### config.mk
export PLATFORM = sky130hd
export DESIGN_NAME = if_fetch_ctrl
export DESIGN_NICKNAME = d
export VERILOG_FILES = /design/src/rtl/if_fetch_ctrl_pkg.sv /design/src/rtl/if_fetch_ctrl_perf_cnt.sv /design/src/rtl/if_fetch_ctrl.sv
export SDC_FILE = /design/constraint.sdc
export NUM_CORES = 1
export LEC_CHECK = 0
export ABC_AREA = 1
export BUFFER_PORTS_ARGS = -buffer_cell sky130_fd_sc_hd__buf_2
export CORE_MARGIN = 10
export CORE_UTILIZATION = 50
export DETAILED_ROUTE_END_ITERATION = 10
export PLACE_DENSITY = 0.67
export SLEW_MARGIN = 20
export SYNTH_ARGS = -nofsm -noshare
export SYNTH_HDL_FRONTEND = slang
export SYNTH_SLANG_ARGS = --single-unit
### constraint.sdc
create_clock -name clk -period 2.75 [get_ports clk]
set_input_delay 0.1375 -clock clk [delete_from_list [all_inputs] [get_ports clk]]
set_output_delay 0.1375 -clock clk [all_outputs]
set_load 0.05 [all_outputs]
### src/rtl/if_fetch_ctrl_pkg.sv
// Shared encodings for the IF fetch controller.
// State codes, control bundle type and fixed output patterns.
package if_fetch_ctrl_pkg;

  localparam int STATE_W = 2;
  localparam int CNT_W   = 32;
  localparam int SEQ_W   = 16;

  typedef enum logic [STATE_W-1:0] {
    BOOT  = 2'd0,
    RUN   = 2'd1,
    STALL = 2'd2,
    HALT  = 2'd3
  } fstate_e;

  typedef struct packed {
    logic pc_sel;
    logic pc_we;
    logic ifid_we;
    logic ifid_flush;
    logic idex_flush;
    logic exmem_flush;
  } ctl_t;

  localparam ctl_t C_BOOT  = '{1'b0, 1'b0, 1'b0, 1'b1, 1'b1, 1'b1};
  localparam ctl_t C_FETCH = '{1'b0, 1'b1, 1'b1, 1'b0, 1'b0, 1'b0};
  localparam ctl_t C_REDIR = '{1'b1, 1'b1, 1'b1, 1'b1, 1'b1, 1'b1};
  localparam ctl_t C_STALL = '{1'b0, 1'b0, 1'b0, 1'b0, 1'b1, 1'b0};
  localparam ctl_t C_HALT  = '{1'b0, 1'b0, 1'b0, 1'b1, 1'b0, 1'b0};

endpackage

### src/rtl/if_fetch_ctrl_perf_cnt.sv
// 32-bit event counter: sync active-high clear, count on en, plain wrap.
// Ports: clk, reset, en in; count out.
module if_ctrl_perf_cnt
  import if_fetch_ctrl_pkg::*;
(
  input  logic             clk,
  input  logic             reset,
  input  logic             en,
  output logic [CNT_W-1:0] count
);

  always_ff @(posedge clk) begin
    if (reset)
      count <= '0;
    else if (en)
      count <= count + 1'b1;
  end

endmodule

### src/rtl/if_fetch_ctrl.sv
// IF-stage sequencer: PC/IF-IF enables, redirect select, pipeline flushes.
// Ports: clk, reset, branch_taken, load_use_hazard, halt_req in; controls, state, counters out.
module if_fetch_ctrl
  import if_fetch_ctrl_pkg::*;
#(
  parameter int BOOT_CYCLES  = 2,
  parameter int STALL_CYCLES = 1
) (
  input  logic        clk,
  input  logic        reset,
  input  logic        branch_taken,
  input  logic        load_use_hazard,
  input  logic        halt_req,
  output logic        pc_sel,
  output logic        pc_we,
  output logic        ifid_we,
  output logic        ifid_flush,
  output logic        idex_flush,
  output logic        exmem_flush,
  output logic        halted,
  output logic [1:0]  state_o,
  output logic [31:0] stall_count,
  output logic [31:0] flush_count
);

  localparam logic [SEQ_W-1:0] BOOT_INIT  = SEQ_W'(BOOT_CYCLES);
  localparam logic [SEQ_W-1:0] STALL_INIT = SEQ_W'(STALL_CYCLES - 1);
  // A zero boot hold skips BOOT entirely after release.
  localparam fstate_e RST_ST = (BOOT_CYCLES == 0) ? RUN : BOOT;

  fstate_e          state, state_nx;
  logic [SEQ_W-1:0] boot_cnt, boot_nx;
  logic [SEQ_W-1:0] stl_cnt, stl_nx;
  logic             stall_inc, flush_inc;
  ctl_t             ctl;

  always_ff @(posedge clk) begin
    if (reset) begin
      state    <= RST_ST;
      boot_cnt <= BOOT_INIT;
      stl_cnt  <= '0;
    end else begin
      state    <= state_nx;
      boot_cnt <= boot_nx;
      stl_cnt  <= stl_nx;
    end
  end

  always_comb begin
    state_nx  = state;
    boot_nx   = boot_cnt;
    stl_nx    = stl_cnt;
    stall_inc = 1'b0;
    flush_inc = 1'b0;
    case (state)
      BOOT: begin
        if (boot_cnt <= SEQ_W'(1))
          state_nx = RUN;
        else
          boot_nx = boot_cnt - SEQ_W'(1);
      end
      RUN: begin
        if (branch_taken) begin
          flush_inc = 1'b1;
        end else if (load_use_hazard) begin
          stall_inc = 1'b1;
          if (STALL_CYCLES > 1) begin
            state_nx = STALL;
            stl_nx   = STALL_INIT;
          end
        end else if (halt_req) begin
          state_nx = HALT;
        end
      end
      STALL: begin
        if (branch_taken) begin
          flush_inc = 1'b1;
          state_nx  = RUN;
        end else begin
          stall_inc = 1'b1;
          if (stl_cnt <= SEQ_W'(1))
            state_nx = RUN;
          else
            stl_nx = stl_cnt - SEQ_W'(1);
        end
      end
      HALT: begin
        // A redirect while halted is taken but the halt persists.
        if (branch_taken)
          flush_inc = 1'b1;
        else if (!halt_req)
          state_nx = RUN;
      end
      default: state_nx = BOOT;
    endcase
  end

  always_comb begin
    ctl = C_BOOT;
    if (!reset) begin
      case (state)
        BOOT:  ctl = C_BOOT;
        RUN: begin
          if (branch_taken)
            ctl = C_REDIR;
          else if (load_use_hazard)
            ctl = C_STALL;
          else
            ctl = C_FETCH;
        end
        STALL: ctl = branch_taken ? C_REDIR : C_STALL;
        HALT:  ctl = branch_taken ? C_REDIR : C_HALT;
        default: ctl = C_BOOT;
      endcase
    end
  end

  assign pc_sel      = ctl.pc_sel;
  assign pc_we       = ctl.pc_we;
  assign ifid_we     = ctl.ifid_we;
  assign ifid_flush  = ctl.ifid_flush;
  assign idex_flush  = ctl.idex_flush;
  assign exmem_flush = ctl.exmem_flush;
  assign halted      = (state == HALT);
  assign state_o     = state;

  if_ctrl_perf_cnt u_stall_cnt (
    .clk   (clk),
    .reset (reset),
    .en    (stall_inc & ~reset),
    .count (stall_count)
  );

  if_ctrl_perf_cnt u_flush_cnt (
    .clk   (clk),
    .reset (reset),
    .en    (flush_inc & ~reset),
    .count (flush_count)
  );

endmodule

# == After elaboration in Yosys (flattened, before gate mapping) ==
# Index checks and enable logic that the tools add are counted.
# op_classes
n_reduce_logical,5
bitwise_logic,6
n_addsub,4
n_mux,21
magnitude_cmp,2
n_eq_ne,10
# ops
op,count
32-bit by 1-bit adder with 32-bit output (second input constant),2
16-bit by 1-bit less-or-equal comparator with 1-bit output (second input constant),2
16-bit by 1-bit subtractor with 16-bit output (second input constant),2
6-bit 2-to-1 mux,4
6-bit one-hot mux with 4 select lines,1
2-bit 2-to-1 mux,8
2-bit inequality test (second input constant),6
2-bit one-hot mux with 4 select lines,1
7-bit AND reduction,1
1-bit 2-to-1 mux,5
5-bit 2-to-1 mux,1
2-bit == test (second input constant),2
1-bit NOT,4
3-bit inequality test (second input constant),1
3-bit AND reduction,1
3-bit OR reduction,1
1-bit bitwise AND,2
2-bit by 1-bit == test with 1-bit output (second input constant),1
2-bit logical NOT,1
1-bit one-hot mux with 2 select lines,1
2-bit AND reduction,1
# totals
ff_bits,98
out_inout_bits,73

# == Logic depth before layout (Yosys ltp) ==
# Gate-level depths: netlist (run 1).
# logic_depth
word_depth,4
depth_mapped,12
depth_no_buf,12

# == Cells and area by module ==
# Synthesis (run 1) repeated with hierarchy kept, for this count alone.
# hier_totals
hier_cells,870
hier_area_um2,5794.3
# modules_own_cells
mod,seq_area_each_um2,cells_each,area_each_um2,instances
if_ctrl_perf_cnt,640.6,263,1793.0,2
if_fetch_ctrl,680.7,344,2208.4,1

# == Least setup slack after synthesis (run 1) ==
# Ideal clock, no wire load.
# synth_timing
path_kind,register to output
from,"reg state[0], in the netlist state_o[0]"
to,out pc_we
required_ns,2.612
stages_incl_launch_ff,7
slack_ns,-0.313
arrival_time_ns,2.925
path_buffers,1
path_cell_list,dfxtp_1 -> inv_1 -> ha_1 -> nor2_4 -> inv_1 -> o31ai_1 -> buf_4
# synth_between
elab_chain_len,3
# synth_rtl
item,line_no,text
from (decl),if_fetch_ctrl.sv:31,"fstate_e state, state_nx;"
from (signal assigned),if_fetch_ctrl.sv:43,state <= state_nx;
2-bit == test (tied with other cells),if_fetch_ctrl.sv:101,case (state)
6-bit one-hot mux with 4 select lines (*),if_fetch_ctrl.sv:101,
6-bit 2-to-1 mux (*),if_fetch_ctrl.sv:100,if (!reset) begin
to (decl),if_fetch_ctrl.sv:15,"output logic pc_we,"
# Every way passes the cells marked *; elsewhere a longest branch is shown, timed or not.

# == Worst setup path in the final report (run 1) ==
# layout_timing
from,"reg state[1], in the netlist state_o[1]"
to,out ifid_we
# layout_between
elab_chain_len,3
# layout_rtl
item,line_no,text
2-bit == test (tied with other cells),if_fetch_ctrl.sv:101,
6-bit one-hot mux with 4 select lines (*),if_fetch_ctrl.sv:101,
6-bit 2-to-1 mux (*),if_fetch_ctrl.sv:100,
to (decl),if_fetch_ctrl.sv:16,"output logic ifid_we,"
# Marks and branches as above.

==> results of run 1 <==
state kept, by name, indices dropped and copies added (netlist names):
register and count:
u_flush_cnt.count 32, u_stall_cnt.count 32, boot_cnt 16, stl_cnt 16, state_o 2
worst max-delay path by stage:
stage / slack (ns) / end / from
after global placement: 0.80 / u_flush_cnt.count[30] / state_o[0]
after detailed placement: 0.77 / u_flush_cnt.count[30] / state_o[0]
final: 0.68 / ifid_we / state_o[1]
after floorplan: 0.18 / pc_we / state_o[0]
after global routing: 0.44 / ifid_we / state_o[1]
after CTS: 0.67 / ifid_we / state_o[1]
layout make-up:
type                       count  area, um2
multi-input combinational    674       3120
inverter                     100        375
tap                          140        175
sequential                    98       1960
timing repair buffer          82        423
fill                        1136       4630
clock buffer                  12        135
clock inverter                 3       17.5
metrics by stage:
step	total power (W)	instance area, um2	util [%]	setup WS (ns)	hold slack, ns
2_1_floorplan	0.00328	5540	-	0.178	0.329
3_3_place_gp	0.00363	6050	55.9	0.804	0.456
3_5_place_dp	0.00363	6050	55.9	0.768	0.461
4_1_cts	0.00446	6210	57.3	0.673	0.183
5_1_grt	0.00483	6210	57.3	0.445	0.217
6_report	0.00441	6210	57.3	0.681	0.193
per-layer routing:
layer	vias to the layer above	track usage, %	wire length, um
li1	2925	-	-
met1	2389	21.9	6650
met2	80	27.5	5940
met3	13	3.93	573
met4	0	6.17	195
met5	-	0	0
worst reg2reg max path, delay by kind of cell, from the launching register on:
| kind | cells | cell delay [ns] |
|---|---|---|
| adders and majority gates | 1 | 0.22 |
| buffers and inverters | 1 | 0.12 |
| DFF | 1 | 0.41 |
| and+or+nand+nor | 8 | 1.12 |
placed cells by master, fill, tap and decap left out, types with 17 or more instances in the layout:
| cell | count |
|---|---|
| a21oi_1 | 60 |
| buf_2 | 77 |
| dfxtp_1 | 98 |
| inv_1 | 99 |
| nand2_1 | 284 |
| nand3_1 | 39 |
| nand4_1 | 17 |
| nor2_1 | 173 |
| o21ai_0 | 27 |
cell families after synthesis:
| family | Yosys count |
|---|---|
| compound gates | 93 |
| xor+xnor | 28 |
| fa+ha+maj | 11 |
| flops | 98 |
| buf+inv | 118 |
| simple gates | 542 |
power breakdown:
part	total (W)	switching, W	internal, W	leakage (nW)
logic	0.00186	0.00119	0.000663	1.94
registers	0.00174	0.000168	0.00157	0.791
clock network	0.000816	0.000494	0.000323	0.0762
total	0.00441	0.00186	0.00256	2.81
==> impl_results.md, run 1 <==
- Outcome: finished, final reports clean
- Initial antenna violation count: 0
- N_diodes: 0
- Post-Synth Adder-Cell Area: 2.49%
- Synth area leaders: dfxtp_1 (35%), nand2_1 (19%), nor2_1 (12%)
- Combinational family with the most area after synthesis: simple AND/OR/NAND/NOR gates
- R2R Path End: u_flush_cnt.count[30]
- Tightest Pin Transition: 0.484 ns
- Cell depth of the worst setup path: 7
- # setup viols final: 0
- Avg Cell Area, Syn: 6.22 um2
- All-Layer GR Usage: 17.1%
- Cell seen most often among critical-path stages: nand2_1
- Post-DP HPWL: 9990 um
- R2r setup slk: 0.77 ns
- Worst-Skew Late Latency: 0.38 ns
- Top FF cell, synth: dfxtp_1
- CTS tree: done
- TNS Setup: 0 ns
- Share of the synthesized area in the top cell type: 35.4%
- Crit path capture type: primary output
- Clock Path Buffers: 2
- FMAX: 483 MHz
- RSZ-0062 raised after global routing: false
- WP buf/inv: 2
- Vias in the first global route: 5004
- Tightest Hold Check Type: primary input to register
- Post-synthesis register bit count: 98
- Reg2reg start: state_o[1]
- Cells after DPL: 1094
- Reg clk slew, reported paths: 0.09 ns
- H-Tree Depth: 3
- Sequential cell area fraction in the yosys report: 35.4%
- Largest net degree at the start of global routing: 45
- Post-DRT Antenna Nets: 0
- Distinct cell type count after synthesis: 33
- Core Rows: 38
- Ordered cell list for the critical path: inv_1 -> ha_1 -> o21ai_0 -> nand2_1 -> nand2_1 -> o31ai_2 -> buf_2
- Core area: 10800 um2
- Count leader, synth: nand2_1
- PwrDens: 711 nW/um2
- Syn Inst Count: 890
- R2r worst-path depth: 10
- Leak pwr: 2.81 nW
- CTS Sinks: 98
- Compound-gate portion of the synthesized area: 8.63%
- HP Start: reset
- Final hold vios: 0
- Gp weighted congestion: 0.839
- Residual DRC: 0
- Hold_buf cts: 0
- Count of input and output buffers: 77
- Max cap viols: 0
- Multiplexer share of the synthesized area: 0%
- Worst endpoint required time: 2.61 ns
- Root Driver: clkbuf_8
- Pre-Repair DR Iteration Count: 4
- Starting density of the core: 51.1%
- CTS resizes: 0
- Die span in x: 125 um
- Layout area overhead: 12.1%
- Syn Nets: 906
- Vias per cell: 4.88
- DR WL/cell: 12.0 um
- Largest area contributor in the netlist: dfxtp_1
- Synth warn: 0
- Crit-path leading delay family: flip-flops
- Chip Height: 125 um
- Slew Limit Fails: 0
- Grt ovf: 0
- Peak fanout along the critical path: 5
- Via count: 5407
- Crit path launch type: register
- Hold Crit Endpoint: u_stall_cnt.count[5]
- Post-synth EDFFs: 0
- Crit path kind: register to primary output
- Mapped Area: 5540 um2
- Clock Skew: 0.00755 ns
- Final WL: 13400 um
- Die ar.: 15700 um2
- Post-CTS Setup Inserts: 0
- Synth Area in Simple Gates: 40.7%
- Critical Path Max Stage Delay: 0.41 ns
- Share of layout cells above drive strength 1: 11.1%
- WP data arrival: 1.93 ns
- Hold Crit Depth: 2
- Post-Synth XOR/XNOR Area: 4.43%
- Final period utilization: 75.2%
- CP max stage cell: dfxtp_1
- Top cells by count, synth: nand2_1 (284), nor2_1 (173), inv_1 (99)
- First-pass GRT wire length: 23400 um
- Final min period: 2.07 ns
- Nets: 981
- Synth async-reset ratio: 0%
- Peak supply drop: 0.650 mV
- CTS Buf Count: 9
- Ports: 78
- Layout Cells excl Fill: 1109
- Worst slew margin: 67.7%
- Iteration-0 DRC Markers: 263
(Power assumes the default switching activity.)
==> inputs of run 2 (changes only) <==
ABC_AREA = 0   (was 1)
PLACE_DENSITY = 0.71   (was 0.67)
clock period = 1.8 ns   (was 2.75 ns; I/O delays follow)
==> impl_results.md, run 2 <==
- Outcome: complete, but fails checks
- Failing checks: negative setup slack
- Part of the power in registers: 33.2% (-6.2 points)
- N_diodes: 0 (unchanged)
- Final period utilization: 123%
- Vias in the first global route: 4469 (-11%)
- RSZ-0062 raised after global routing: true
- Synth area leaders: dfxtp_1 (43%), xor2_1 (9.1%), nor2_1 (7.6%)
- Combinational fraction of design power: 49.7% (+7.6 points)
- Max cap viols: 0 (unchanged)
- Pint: 0.00473 W (+85%)
- Clock Path Buffers: 2 (unchanged)
- Avg Cell Area, Syn: 8.51 um2 (+37%)
- Starting density of the core: 52.1% (+1.1 points)
- Post-DP HPWL: 8710 um (-13%)
- Via count: 4572 (-15%)
- Peak fanout along the critical path: 6 (+1)
- Layout area overhead: 48.7%
- FILL cells: 593 (-48%)
- Synth warn: 0 (unchanged)
- Commonest cells after routing, fill and taps aside: nor2_1 (87), buf_4 (83), dfxtp_1 (78)
- Worst setup margin: -0.407 ns (-1.09 ns)
- CTS Buf Count: 9 (unchanged)
- Clk pwr share: 17.1% (-1.4 points)
- Reg clk slew, reported paths: 0.10 ns (about the same)
- Worst hold slack: 0.156 ns (-0.0372 ns)
- Nets: 732 (-25%)
- All-Layer GR Usage: 18.7% (+1.6 points)
- Synth async-reset ratio: 0% (unchanged)
- Core area: 8850 um2 (-18%)
- Share of layout cells above drive strength 1: 42.7% (+32 points)
- Peak supply drop: 1.17 mV (+80%)
- First-pass GRT wire length: 21000 um (-10%)
- TNS Setup: -12.26 ns (-12.26 ns)
- Largest net degree at the start of global routing: 55 (+22%)
- WP data arrival: 2.51 ns (+0.58 ns)
- Die span in x: 116 um (-7.3%)
- CTS tree: done
- Core Rows: 34 (-11%)
- Gp weighted congestion: 0.826 (-1.5%)
- Crit path capture type: register
- Largest area contributor in the netlist: dfxtp_1
- Top cells by count, synth: dfxtp_1 (98), nor2_1 (93), xor2_1 (48)
- H-Tree Depth: 3 (unchanged)
- Post-synth EDFFs: 0 (unchanged)
- Cells after DPL: 798 (-27%)
- Hold_buf cts: 0 (unchanged)
- Crit path launch type: register
- Grt ovf: 0 (unchanged)
- Count leader, synth: dfxtp_1
- Tightest Pin Transition: 0.714 ns (+0.230 ns)
- Sequential cell area fraction in the yosys report: 42.5% (+7.1 points)
- Share of the synthesized area in the top cell type: 42.5% (+7.1 points)
- Crit path kind: register to register
- Ports: 78 (unchanged)
- R2r worst-path depth: 8 (-2)
- DR WL/cell: 15.9 um (+32%)
- # setup viols final: 78 (+78)
- Final hold vios: 0 (unchanged)
- Top FF cell, synth: dfxtp_1
- Initial antenna violation count: 0 (unchanged)
- Post-synthesis register bit count: 98 (unchanged)
- Final min period: 2.21 ns
- Syn Inst Count: 542 (-39%)
- Slew Limit Fails: 0 (unchanged)
- Post-DRT Antenna Nets: 0 (unchanged)
- Residual DRC: 0 (unchanged)
- Mapped Area: 4610 um2 (-17%)
- Pre-Repair DR Iteration Count: 4 (unchanged)
- Clock Skew: 0.0178 ns (+0.0103 ns)
- CTS Sinks: 98 (unchanged)
- Die ar.: 13500 um2 (-14%)
- Commonest non-fill, non-tap cell in the layout: nor2_1
- Worst endpoint required time: 2.10 ns (-0.51 ns)
- PwrDens: 1110 nW/um2 (+56%)
- Count of input and output buffers: 77 (unchanged)
- Iteration-0 DRC Markers: 252 (-4.2%)
- Root Driver: clkbuf_8
- Layout Cells excl Fill: 829 (-25%)
- Leak pwr: 2.87 nW (+2.0%)
- Chip Height: 116 um (-7.3%)
- Final core utilization: 77.5% (+20 points)
- Sw Ratio: 37.7% (-4.4 points)
- Syn Nets: 558 (-38%)
- Final WL: 13200 um (-1.2%)
- Hold Crit Depth: 4 (+2)
- Distinct cell type count after synthesis: 45 (+36%)
- Worst slew margin: 52.0% (-16 points)
- Top flop regs: u_flush_cnt.count: 32 flops, u_stall_cnt.count: 32 flops
- Vias per cell: 5.52 (+13%)
- FMAX: 453 MHz
- Worst-Skew Late Latency: 0.37 ns (about the same)
- Tightest Hold Check Type: primary input to register
- Net Sw Power: 0.00286 W (+54%)
[run 2: changes by cell type after synthesis, sizes merged, moves of 11 or more]
| cell | before | now |
|---|---|---|
| nand2 | 287 | 21 |
| inv | 100 | 15 |
| xor2 | 14 | 48 |
| nor2 | 180 | 93 |
| clkbuf | 6 | 18 |
| nand3 | 41 | 30 |
| a21oi | 60 | 21 |
| xnor2 | 14 | 27 |
| or3 | 0 | 20 |
[run 2: power by group through the flow]
| stage | Combinational (W) | Sequential [W] | Clock (W) |
|---|---|---|---|
| final | 0.00377 | 0.00252 | 0.00130 |
| after CTS | 0.00311 | 0.00251 | 0.00133 |
| after detailed placement | 0.00281 | 0.00256 | 0 |
| after global routing | 0.00401 | 0.00255 | 0.00142 |
| after global placement | 0.00275 | 0.00255 | 0 |
| after floorplan | 0.00177 | 0.00270 | 0 |
[run 2: path summary, 6_finish.rpt]
| check | to | start | slack [ns] |
|---|---|---|---|
| max reg2reg | u_stall_cnt.count[31] | state_o[1] | -0.41 |
| max | u_stall_cnt.count[31] | state_o[1] | -0.41 |
| min reg2reg | u_stall_cnt.count[31] | u_stall_cnt.count[31] | 0.50 |
| min | state_o[0] | halt_req | 0.16 |
[run 2: cells by family after synthesis]
group	share of synthesized area (%)
flops	42.5
fa+ha+maj	2.98
compound gates	8.22
simple gates	28.3
buf+inv	3.04
xor+xnor	14.2
mux	0.678
[run 2: critical path: stages, from the launching register on]
cell and delay (ns):
dfxtp_4 0.37, inv_4 0.04, ha_4 0.24, or3b_4 0.39
nor4_4 0.18, nand4_1 0.15, buf_6 0.17, or4_4 0.48
a21oi_2 0.14
[run 2: timing repair]
item                                    CTS  global route
endpoints found under the hold margin     0             0
buffers inserted                          6             7
gates resized for setup                  65            53
pin swaps                                28            38
endpoints found under the setup margin   91            98
gates cloned                              1             2
[run 2: layer usage]
layer,vias to the layer above,track usage [%],share of wire (%)
li1,2238,-,-
met1,2208,22.8,43
met2,107,31.8,50
met3,19,4.29,5.7
met4,0,6.17,1.6
met5,-,0,0
[run 2: cell type report]
class / instances / area [um2] / area share, %
inverters: 15 / 61.3 / 0.894
clock inverters: 5 / 38.8 / 0.566
well taps: 108 / 135 / 1.97
multi-input cells: 408 / 3150 / 46.0
flip-flops and latches: 98 / 1990 / 29.0
repair buffers: 184 / 1350 / 19.6
clock buffers: 11 / 131 / 1.92
[run 2: through the flow]
step	area (um2)	total power (W)	setup WS, ns
6_report	6860	0.00759	-0.407
5_1_grt	6860	0.00798	-0.515
4_1_cts	6510	0.00696	-0.376
3_5_place_dp	6020	0.00538	-0.374
3_3_place_gp	6020	0.00530	-0.335
2_1_floorplan	4920	0.00448	-0.583
